--- src/rtl/gng_stat.sv ---
// gng_stat: sink-side statistics block for the Gaussian noise generator.
//
// Gates the generator with ce_out, accepts 2^LOG2_N valid samples (s<16,11>)
// and accumulates sum, sum of squares, minimum and maximum. At the end of the
// window it latches the results and pulses done for one cycle.
//
// Ports:
//   clk, rst          clock, synchronous active-high reset
//   start             single-cycle request to begin a window (ignored while busy)
//   ce_out            clock enable to the generator, high only in RUN
//   valid_in, data_in sample stream from the generator
//   busy              high in RUN and LATCH
//   done              one-cycle pulse, results updated on that cycle
//   sum_out           signed sum of samples (16+LOG2_N bits)
//   sumsq_out         unsigned sum of squares (31+LOG2_N bits)
//   mean_out          low 16 bits of sum_out >>> LOG2_N
//   min_out, max_out  signed extremes of the window
//
// Optional build macro GNG_STAT_HIST_EN adds a 16-bin histogram:
//   hist_sel          bin select
//   hist_cnt          registered read of the latched bin count (1-cycle latency)
//
// Handshake: a sample is consumed on every rising edge where the FSM is in
// RUN, valid_in is high and fewer than 2^LOG2_N samples have been taken.
// There is no back-pressure; ce_out only tells the generator when to run.
module gng_stat #(
  parameter int LOG2_N = 10
) (
  input  logic                  clk,
  input  logic                  rst,
  input  logic                  start,
  output logic                  ce_out,
  input  logic                  valid_in,
  input  logic [15:0]           data_in,
  output logic                  busy,
  output logic                  done,
  output logic [16+LOG2_N-1:0]  sum_out,
  output logic [31+LOG2_N-1:0]  sumsq_out,
  output logic [15:0]           mean_out,
  output logic [15:0]           min_out,
  output logic [15:0]           max_out
`ifdef GNG_STAT_HIST_EN
  ,
  input  logic [3:0]            hist_sel,
  output logic [LOG2_N:0]       hist_cnt
`endif
);

  localparam int N_W   = LOG2_N + 1;
  localparam int SUM_W = 16 + LOG2_N;
  localparam int SQ_W  = 31 + LOG2_N;
  localparam logic [N_W-1:0] N_SAMPLES = N_W'(1 << LOG2_N);

  typedef enum logic [1:0] {
    S_IDLE  = 2'd0,
    S_RUN   = 2'd1,
    S_LATCH = 2'd2
  } state_e;

  state_e                   state_q;
  logic [SUM_W-1:0]         sum_q, sum_d;
  logic [SQ_W-1:0]          sumsq_q, sumsq_d;
  logic [N_W-1:0]           cnt_q, cnt_d;
  logic signed [15:0]       min_q, min_d;
  logic signed [15:0]       max_q, max_d;
  logic signed [15:0]       sample;
  logic signed [31:0]       prod;
  logic                     accept;
  logic                     last;

  assign accept = (state_q == S_RUN) && valid_in && (cnt_q < N_SAMPLES);

  always_comb begin
    sample  = signed'(data_in);
    // Signed square is never negative and never exceeds 2^30, so plain
    // zero-extension into the accumulator is exact.
    prod    = sample * sample;
    sum_d   = sum_q + {{LOG2_N{sample[15]}}, sample};
    sumsq_d = sumsq_q + SQ_W'($unsigned(prod));
    cnt_d   = cnt_q + N_W'(1);
    // Strict compares keep the existing value on ties.
    min_d   = (sample < min_q) ? sample : min_q;
    max_d   = (sample > max_q) ? sample : max_q;
    last    = accept && (cnt_d == N_SAMPLES);
  end

  // Results are loaded on the edge that enters LATCH so that they are
  // visible on the same cycle as the done pulse.
  always_ff @(posedge clk) begin
    if (rst) begin
      state_q   <= S_IDLE;
      ce_out    <= 1'b0;
      busy      <= 1'b0;
      done      <= 1'b0;
      sum_q     <= '0;
      sumsq_q   <= '0;
      cnt_q     <= '0;
      min_q     <= 16'sh7FFF;
      max_q     <= -16'sh8000;
      sum_out   <= '0;
      sumsq_out <= '0;
      min_out   <= '0;
      max_out   <= '0;
    end else begin
      done <= 1'b0;
      case (state_q)
        S_IDLE: begin
          if (start) begin
            sum_q   <= '0;
            sumsq_q <= '0;
            cnt_q   <= '0;
            min_q   <= 16'sh7FFF;
            max_q   <= -16'sh8000;
            state_q <= S_RUN;
            ce_out  <= 1'b1;
            busy    <= 1'b1;
          end
        end
        S_RUN: begin
          if (accept) begin
            sum_q   <= sum_d;
            sumsq_q <= sumsq_d;
            cnt_q   <= cnt_d;
            min_q   <= min_d;
            max_q   <= max_d;
            if (last) begin
              state_q   <= S_LATCH;
              ce_out    <= 1'b0;
              done      <= 1'b1;
              sum_out   <= sum_d;
              sumsq_out <= sumsq_d;
              min_out   <= min_d;
              max_out   <= max_d;
            end
          end
        end
        S_LATCH: begin
          state_q <= S_IDLE;
          busy    <= 1'b0;
        end
        default: begin
          state_q <= S_IDLE;
          ce_out  <= 1'b0;
          busy    <= 1'b0;
        end
      endcase
    end
  end

  assign mean_out = 16'($signed(sum_out) >>> LOG2_N);

`ifdef GNG_STAT_HIST_EN
  logic [N_W-1:0] hist_q    [16];
  logic [N_W-1:0] hist_snap [16];
  logic [3:0]     bin;

  // Flipping the sign bit orders bins from most negative to most positive.
  assign bin = data_in[15:12] ^ 4'b1000;

  always_ff @(posedge clk) begin
    if (rst) begin
      for (int i = 0; i < 16; i++) begin
        hist_q[i]    <= '0;
        hist_snap[i] <= '0;
      end
      hist_cnt <= '0;
    end else begin
      if ((state_q == S_IDLE) && start) begin
        for (int i = 0; i < 16; i++) hist_q[i] <= '0;
      end else if (accept) begin
        hist_q[bin] <= hist_q[bin] + N_W'(1);
        if (last) begin
          for (int i = 0; i < 16; i++) begin
            hist_snap[i] <= hist_q[i] + ((4'(i) == bin) ? N_W'(1) : N_W'(0));
          end
        end
      end
      hist_cnt <= hist_snap[hist_sel];
    end
  end
`endif

endmodule

--- config.mk ---
export PLATFORM = sky130hd
export DESIGN_NAME = gng_stat
export DESIGN_NICKNAME = d
export VERILOG_FILES = /design/src/rtl/gng_stat.sv
export SDC_FILE = /design/constraint.sdc
export NUM_CORES = 1
export LEC_CHECK = 0
export BUFFER_PORTS_ARGS = -buffer_cell sky130_fd_sc_hd__buf_4
export CAP_MARGIN = 20
export CORE_ASPECT_RATIO = 0.5
export CORE_MARGIN = 2
export CORE_UTILIZATION = 63
export CTS_CLUSTER_DIAMETER = 120
export DETAILED_ROUTE_END_ITERATION = 10
export GPL_TIMING_DRIVEN = 0
export PLACE_DENSITY = 0.89
export SETUP_SLACK_MARGIN = 0.3
export SYNTH_ARGS = -nofsm -noshare
export SYNTH_HDL_FRONTEND = slang
export SYNTH_SLANG_ARGS = --single-unit
--- constraint.sdc ---
create_clock -name clk -period 11.2 [get_ports clk]
set_input_delay 1.68 -clock clk [delete_from_list [all_inputs] [get_ports clk]]
set_output_delay 1.68 -clock clk [all_outputs]
set_load 0.1 [all_outputs]
Word-level counts from Yosys, hierarchy flattened
Index checks and enable logic that the tools add are counted.

word-level totals
  bits in registers = 214
  bits of input ports = 20
  output and inout port bits = 118
  logic and storage cells = 67

cells by class
  add/sub/neg operators = 3
  $mul = 1
  $lt $le $gt $ge = 3
  equality and inequality tests = 6
  mux-type cells = 27
  bitwise gates (word level) = 3
  reductions and logical operators = 11

operators with widths
  operator                 count
  $mux W16                 6
  $mux W41                 2
  $pmux W41 S2             1
  $pmux W16 S2             2
  $mux W26                 2
  $pmux W26 S2             1
  $add A41 B32 Y41         1
  $mul A16 B16 Y32         1
  $add A26 B26 Y26         1
  $mux W11                 2
  $pmux W11 S2             1
  $gt A16 B16 Y1           1
  $lt A16 B16 Y1           1
  $add A11 B1 Y11 const B  1
  $eq A11 B11 Y1 const B   1
  $lt A11 B11 Y1 const B   1
  $reduce_and A3 Y1        3
  $mux W2                  3
  $ne A2 B2 Y1 const B     3
  $mux W1                  4
  $pmux W2 S2              1
  $reduce_and A4 Y1        1
  $logic_and A1 B1 Y1      3
  $not A1 Y1               3
  8 further kinds          8

Depth between registers and ports, before layout
Gate-level depths: netlist (run 1).

  depth in word-level cells = 7
  mapped depth = 38
  depth with buffers taken out = 36

Least setup slack after synthesis (run 1)
OpenSTA, ideal clock, no wires.

  kind = in2reg
  start point = input port data_in[2]
  end point = register sumsq_q[36]
  library setup time = 0.120 ns
  arrival time = 9.199 ns
  data required time = 11.080 ns
  path slack = 1.882 ns
  stages = 30
  path buffers = 2
  cells stage by stage = clkbuf_1 clkbuf_1 nand2_1 inv_1 fa_1 inv_1 fa_1 inv_1 fa_1 fa_1 fa_1 inv_1 fa_1 inv_1 ha_1 a21o_1 a21o_1 a21o_1 a2111oi_2 o31ai_1 a21oi_1 xnor2_1 ha_1 a21o_1 a211o_1 o22ai_1 a21oi_2 o211ai_1 nor3_1 o31a_1

on the way
  word-level cells in the longest chain between the ends = 4

RTL lines
  item                    RTL line  text
  start: declaration      34        input logic [15:0] data_in,
  $mul A16 B16 Y32        77        prod = sample * sample;
  $add A41 B32 Y41        79        sumsq_d = sumsq_q + SQ_W'($unsigned(prod));
  $mux W41                120       if (accept) begin
  $pmux W41 S2            106       case (state_q)
  end signal: assignment  122       sumsq_q <= sumsq_d;
  end: declaration        62        logic [SQ_W-1:0] sumsq_q, sumsq_d;

Every way passes these cells. The select of a mux whose other input is x is not followed.
A chain may end at the register's enable or synchronous reset.

Worst setup path after layout (run 1)
  start point = input port data_in[6]
  end point = register sumsq_q[36]

The elaborated chain is that of the path after synthesis.

==> results.json, run 1 <==
{
  "status": "finished, final reports clean",
  "cp-start-kind": "input port",
  "cp_max_fo": 10,
  "syn_inst": 2360,
  "fp.dieW_um": 259,
  "gp_congestion": 0.977,
  "crit_path_top_delay_cell": "fa_1",
  "syn2layout_area_growth_pct": 11.4,
  "drc": 0,
  "grtUsageMet2": 0.541,
  "insertion_delay_ns": 0.54,
  "grt_pass1_vias": 17500,
  "grt_use_total": 0.350,
  "fillCellCount": 2400,
  "maxSlewViolCount": 0,
  "nets": 2955,
  "antenna_found_initial": 1,
  "vias_per_cell": 6.01,
  "reg2regPathDepth": 12,
  "ctsHtreeMaxLevel": 1,
  "grt_use_met1": 0.494,
  "cp.arrival_ns": 10.97,
  "finClkSkew_ns": 0.0144,
  "clk_pin_slew_ns": 0.06,
  "use_met3": 0.0685,
  "crit_type": "in2reg",
  "synth-warning-count": 0,
  "dieArea_sq_um": 34000,
  "async_flop_share": 0,
  "routedWlPerCell_um": 19.9,
  "ys_seq_area_frac": 0.210,
  "dp_hpwl_um": 47400,
  "detail-route-antenna-nets": 0,
  "slew_headroom": 0.336,
  "worstPathRequired_ns": 11.63,
  "grt-busiest-layer": "met2",
  "placed_cells": 2929,
  "wl_um": 59000,
  "ys_ff_latch": 214,
  "layout_commonest_cell": "inv_1",
  "firstDrtPassIters": 5,
  "drive_above_1_share": 0.0962,
  "rows": 46,
  "hold_viol": 0,
  "r2r-start": "cnt_q[0]",
  "min_period_ns": 10.54,
  "startpoint": "data_in[6]",
  "syn-num-nets": 2795,
  "synth.distinct_cells": 73,
  "clockBufferDepth": 3,
  "rsz0062_at_grt": "no",
  "cpMostUsedCell": "fa_1",
  "start_util": 0.642,
  "chipHeight_um": 131,
  "worst_pin_slew_ns": 0.996,
  "cts_buffers": 22,
  "grt_max_degree": 19,
  "cts_tree": "done",
  "fin_cells": 2969,
  "avgSynthCellArea_sq_um": 8.66,
  "worstSetupEndpointType": "flop",
  "slowest_delay_ns": 0.55,
  "min_from": "sumsq_out[15]",
  "grt.overflow.total": 0,
  "cts-root-buf": "clkbuf_16",
  "worstHoldPathCells": 2,
  "core_area_sq_um": 31800,
  "setup_viol": 0,
  "drt_iter0_drc": 1771,
  "period_share": 0.941,
  "io_pins": 138,
  "maxCapViolCount": 0,
  "cts.sinks": 214,
  "io_buffer_count": 137,
  "fin_tns_setup_ns": 0,
  "synth-edff-count": 0,
  "vias": 17800,
  "hold_buffers": 0,
  "final_cell_mix": "inv_1, fa_1, nand2_1",
  "grt_pass1_wl_um": 93200,
  "hp-class": "reg2reg",
  "ys.flop_type": "dfxtp_1",
  "timing.fmax_ghz": 0.0948,
  "syn_area_sq_um": 20400
}
-- routing by layer --
layer | share of wire | vias to the layer above
met3 | 0.11 | 153
met2 | 0.44 | 916
met5 | 0 | -
met1 | 0.41 | 8720
met4 | 0.037 | 0
li1 | - | 8053
-- sequential cells by signal, indices dropped and copies added (netlist names) --
name	cells
sumsq_out	41
sumsq_q	41
sum_out	26
sum_q	26
max_out	16
max_q	16
min_out	16
min_q	16
cnt_q	11
state_q	2
busy	1
ce_out	1
done	1
-- timing repair --
item,in CTS,in global routing
buffers inserted,0,0
gates resized for setup,0,14
endpoints found under the setup margin,0,21
-- worst paths after layout --
kind / endpoint / slack, ns
min reg2reg: sumsq_out[15] / 0.45
max: sumsq_q[36] / 0.66
max reg2reg: min_out[10] / 7.40
min: sumsq_out[15] / 0.45
-- synth_stat cells (all sizes together), types with 29 or more instances --
library cell	number	share of area
inv	397	0.073
fa	239	0.23
nand2	230	0.042
dfxtp	214	0.21
ha	176	0.11
nor2	169	0.031
a21oi	162	0.040
clkbuf	83	0.015
o21ai	81	0.020
xnor2	78	0.033
a21o	49	0.018
and2	41	0.013
a22oi	39	0.014
a211oi	35	0.014
buf	35	0.010
a22o	31	0.013
xor2	29	0.012
-- cell families (layout without fill, tap and decap cells) --
| kind of cell | Yosys count | in the layout | synth area share |
|---|---|---|---|
| AND/OR/NAND/NOR | 577 | 577 | 0.127 |
| buffers and inverters | 516 | 692 | 0.0986 |
| AO/OA/AOI/OAI | 512 | 512 | 0.168 |
| adder cells (fa/ha/maj) | 415 | 415 | 0.342 |
| flip-flops | 214 | 214 | 0.210 |
| XOR/XNOR | 107 | 107 | 0.0459 |
| multiplexers | 19 | 19 | 0.00937 |
| other | 0 | 1 | 0 |
-- critical path, delay by kind of cell --
kind	cells	cell delay, ns
adder cells (fa/ha/maj)	8	3.95
AO/OA/AOI/OAI	13	3.13
buffers and inverters	6	1.26
AND/OR/NAND/NOR	4	0.75
XOR/XNOR	1	0.18
-- per-stage QoR --
step / util / setup WS (ns) / area, sq um / hold slack [ns]
finish: 0.716 / 0.657 / 22800 / 0.454
global route: 0.715 / 0.308 / 22800 / 0.484
CTS: 0.715 / 0.540 / 22800 / 0.457
detailed placement: 0.691 / 0.0762 / 22000 / 0.448
global placement: 0.691 / 0.190 / 22000 / 0.442
floorplan: - / 1.88 / 20400 / 0.429
-- layout make-up --
class,count,area [sq um],area share
well taps,432,541,0.0237
multi-input cells,1630,14100,0.621
flip-flops and latches,214,4280,0.188
inverters,398,1490,0.0656
diodes,1,2.50,0.000110
clock inverters,9,129,0.00566
plain buffers,117,526,0.0231
clock buffers,31,634,0.0279
repair buffers,137,1030,0.0452
Power of run 1 is not shown: default switching activity piles up to over one toggle a cycle in this logic, so the estimate is an artifact.
==> inputs of run 2 (changes only) <==
- BUFFER_PORTS_ARGS: -buffer_cell sky130_fd_sc_hd__buf_4 -> -buffer_cell sky130_fd_sc_hd__buf_2
==> run 2 against run 1 <==
Non-clock buffer count is 1 higher. First-iteration DRC count grew 17%. Clock skew up 0.017 ns. Cell area is 1.5% lower. Count of clock-buffer cells in the layout fell by 2. Critical path depth increased by 2. Global-route usage hardly changed. Utilization decreased by 1.1 points. Wire length is 0.94% higher.
==> results.json, run 2 (synthesis results as in run 1) <==
{
  "status": "finished, final reports clean",
  "crit_path_top_delay_cell": "clkbuf_1",
  "cts_buffers": 22,
  "crit_type": "in2reg",
  "cts.sinks": 214,
  "seq_area_sq_um": 4280,
  "fin_tns_setup_ns": 0,
  "antenna_found_initial": 2,
  "hold_viol": 0,
  "grt_use_total": 0.350,
  "dp_hpwl_um": 46900,
  "io_buffer_count": 137,
  "rsz0062_at_grt": "no",
  "grt.overflow.total": 0,
  "insertion_delay_ns": 0.55,
  "drive_above_1_share": 0.0958,
  "fillCellCount": 2291,
  "vias": 17800,
  "clockBufferDepth": 3,
  "gp_congestion": 0.985,
  "finClkSkew_ns": 0.0317,
  "slew_headroom": 0.381,
  "worst_pin_slew_ns": 0.928,
  "grt_max_degree": 19,
  "cts_tree": "done",
  "final_cell_mix": "inv_1, fa_1, nand2_1",
  "io_pins": 138,
  "largest_registers": "sumsq_out: 41 flops, sumsq_q: 41 flops",
  "grt_pass1_wl_um": 93800,
  "slowest_delay_ns": 0.59,
  "ctsHtreeMaxLevel": 1,
  "cp.arrival_ns": 11.03,
  "maxCapViolCount": 0,
  "routedWlPerCell_um": 20.1,
  "detail-route-antenna-nets": 0,
  "wl_um": 59600,
  "chipHeight_um": 131,
  "cp_max_fo": 10,
  "fp.dieW_um": 259,
  "worstSetupEndpointType": "flop",
  "clk_pin_slew_ns": 0.07,
  "setup_viol": 0,
  "cts-root-buf": "clkbuf_16",
  "nets": 2956,
  "min_period_ns": 10.62,
  "layout_commonest_cell": "inv_1",
  "hp-class": "reg2reg",
  "maxSlewViolCount": 0,
  "drc": 0,
  "crit_family": "adder cells",
  "syn2layout_area_growth_pct": 9.79,
  "grt_pass1_vias": 17900,
  "cp-start-kind": "input port",
  "core_area_sq_um": 31800,
  "dieArea_sq_um": 34000,
  "start_util": 0.642,
  "rows": 46,
  "worstPathRequired_ns": 11.60,
  "timing.fmax_ghz": 0.0941,
  "firstDrtPassIters": 6,
  "period_share": 0.948,
  "vias_per_cell": 6.01,
  "cts_setup_buffers": 0,
  "drt_iter0_drc": 2071,
  "cp_num_buf_inv": 6,
  "multi_input_area_sq_um": 14100
}
==> run 2: final timing paths <==
kind	start	to	slack, ns	cells past startpoint
worst max-delay path	data_in[7]	sumsq_q[29]	0.58	34
worst min-delay path	sumsq_out[25]	sumsq_out[25]	0.45	2
worst max register to register	cnt_q[0]	min_out[10]	7.48	12
worst min register to register	sumsq_out[25]	sumsq_out[25]	0.45	2
==> run 2: layer usage <==
metal / vias to the layer above / part of all wire / wire length, um / track usage
met4: 0 / 0.049 / 2910 / 0.160
met2: 987 / 0.44 / 26200 / 0.534
met3: 247 / 0.12 / 6910 / 0.0893
li1: 8033 / - / - / -
met5: - / 0 / 0 / 0
met1: 8580 / 0.40 / 23600 / 0.469
==> run 2: repair_timing <==
action                                  in CTS  in global routing
gates resized for setup                      0                  8
hold buffers                                 0                  0
endpoints found under the setup margin       0                 16
==> run 2: layout make-up <==
class,count,share of cell area
Antenna cell,1,0.000112
Clock buffer,29,0.0279
Inverter,398,0.0666
Sequential cell,214,0.191
Clock inverter,11,0.00625
Buffer,118,0.0234
Tap cell,432,0.0241
Multi-Input combinational cell,1630,0.630
Timing Repair Buffer,137,0.0306
==> run 2: tightest hold or removal path, delay by kind of cell (launching register included) <==
| family | cells | cell delay, ns |
|---|---|---|
| AND/OR/NAND/NOR | 1 | 0.05 |
| AO/OA/AOI/OAI | 1 | 0.05 |
| flip-flops | 1 | 0.30 |
==> run 2: through the flow <==
stage	instance area, sq um	hold slack [ns]	worst slack, ns	utilization	cells
after floorplan	20400	0.429	1.88	-	2360
after global placement	21700	0.440	0.336	0.681	2929
after detailed placement	21700	0.444	0.232	0.681	2929
after CTS	22400	0.453	0.753	0.705	2969
after global routing	22400	0.471	0.348	0.705	2969
final	22400	0.451	0.578	0.705	2970
Power of run 2 is left out for the same reason.
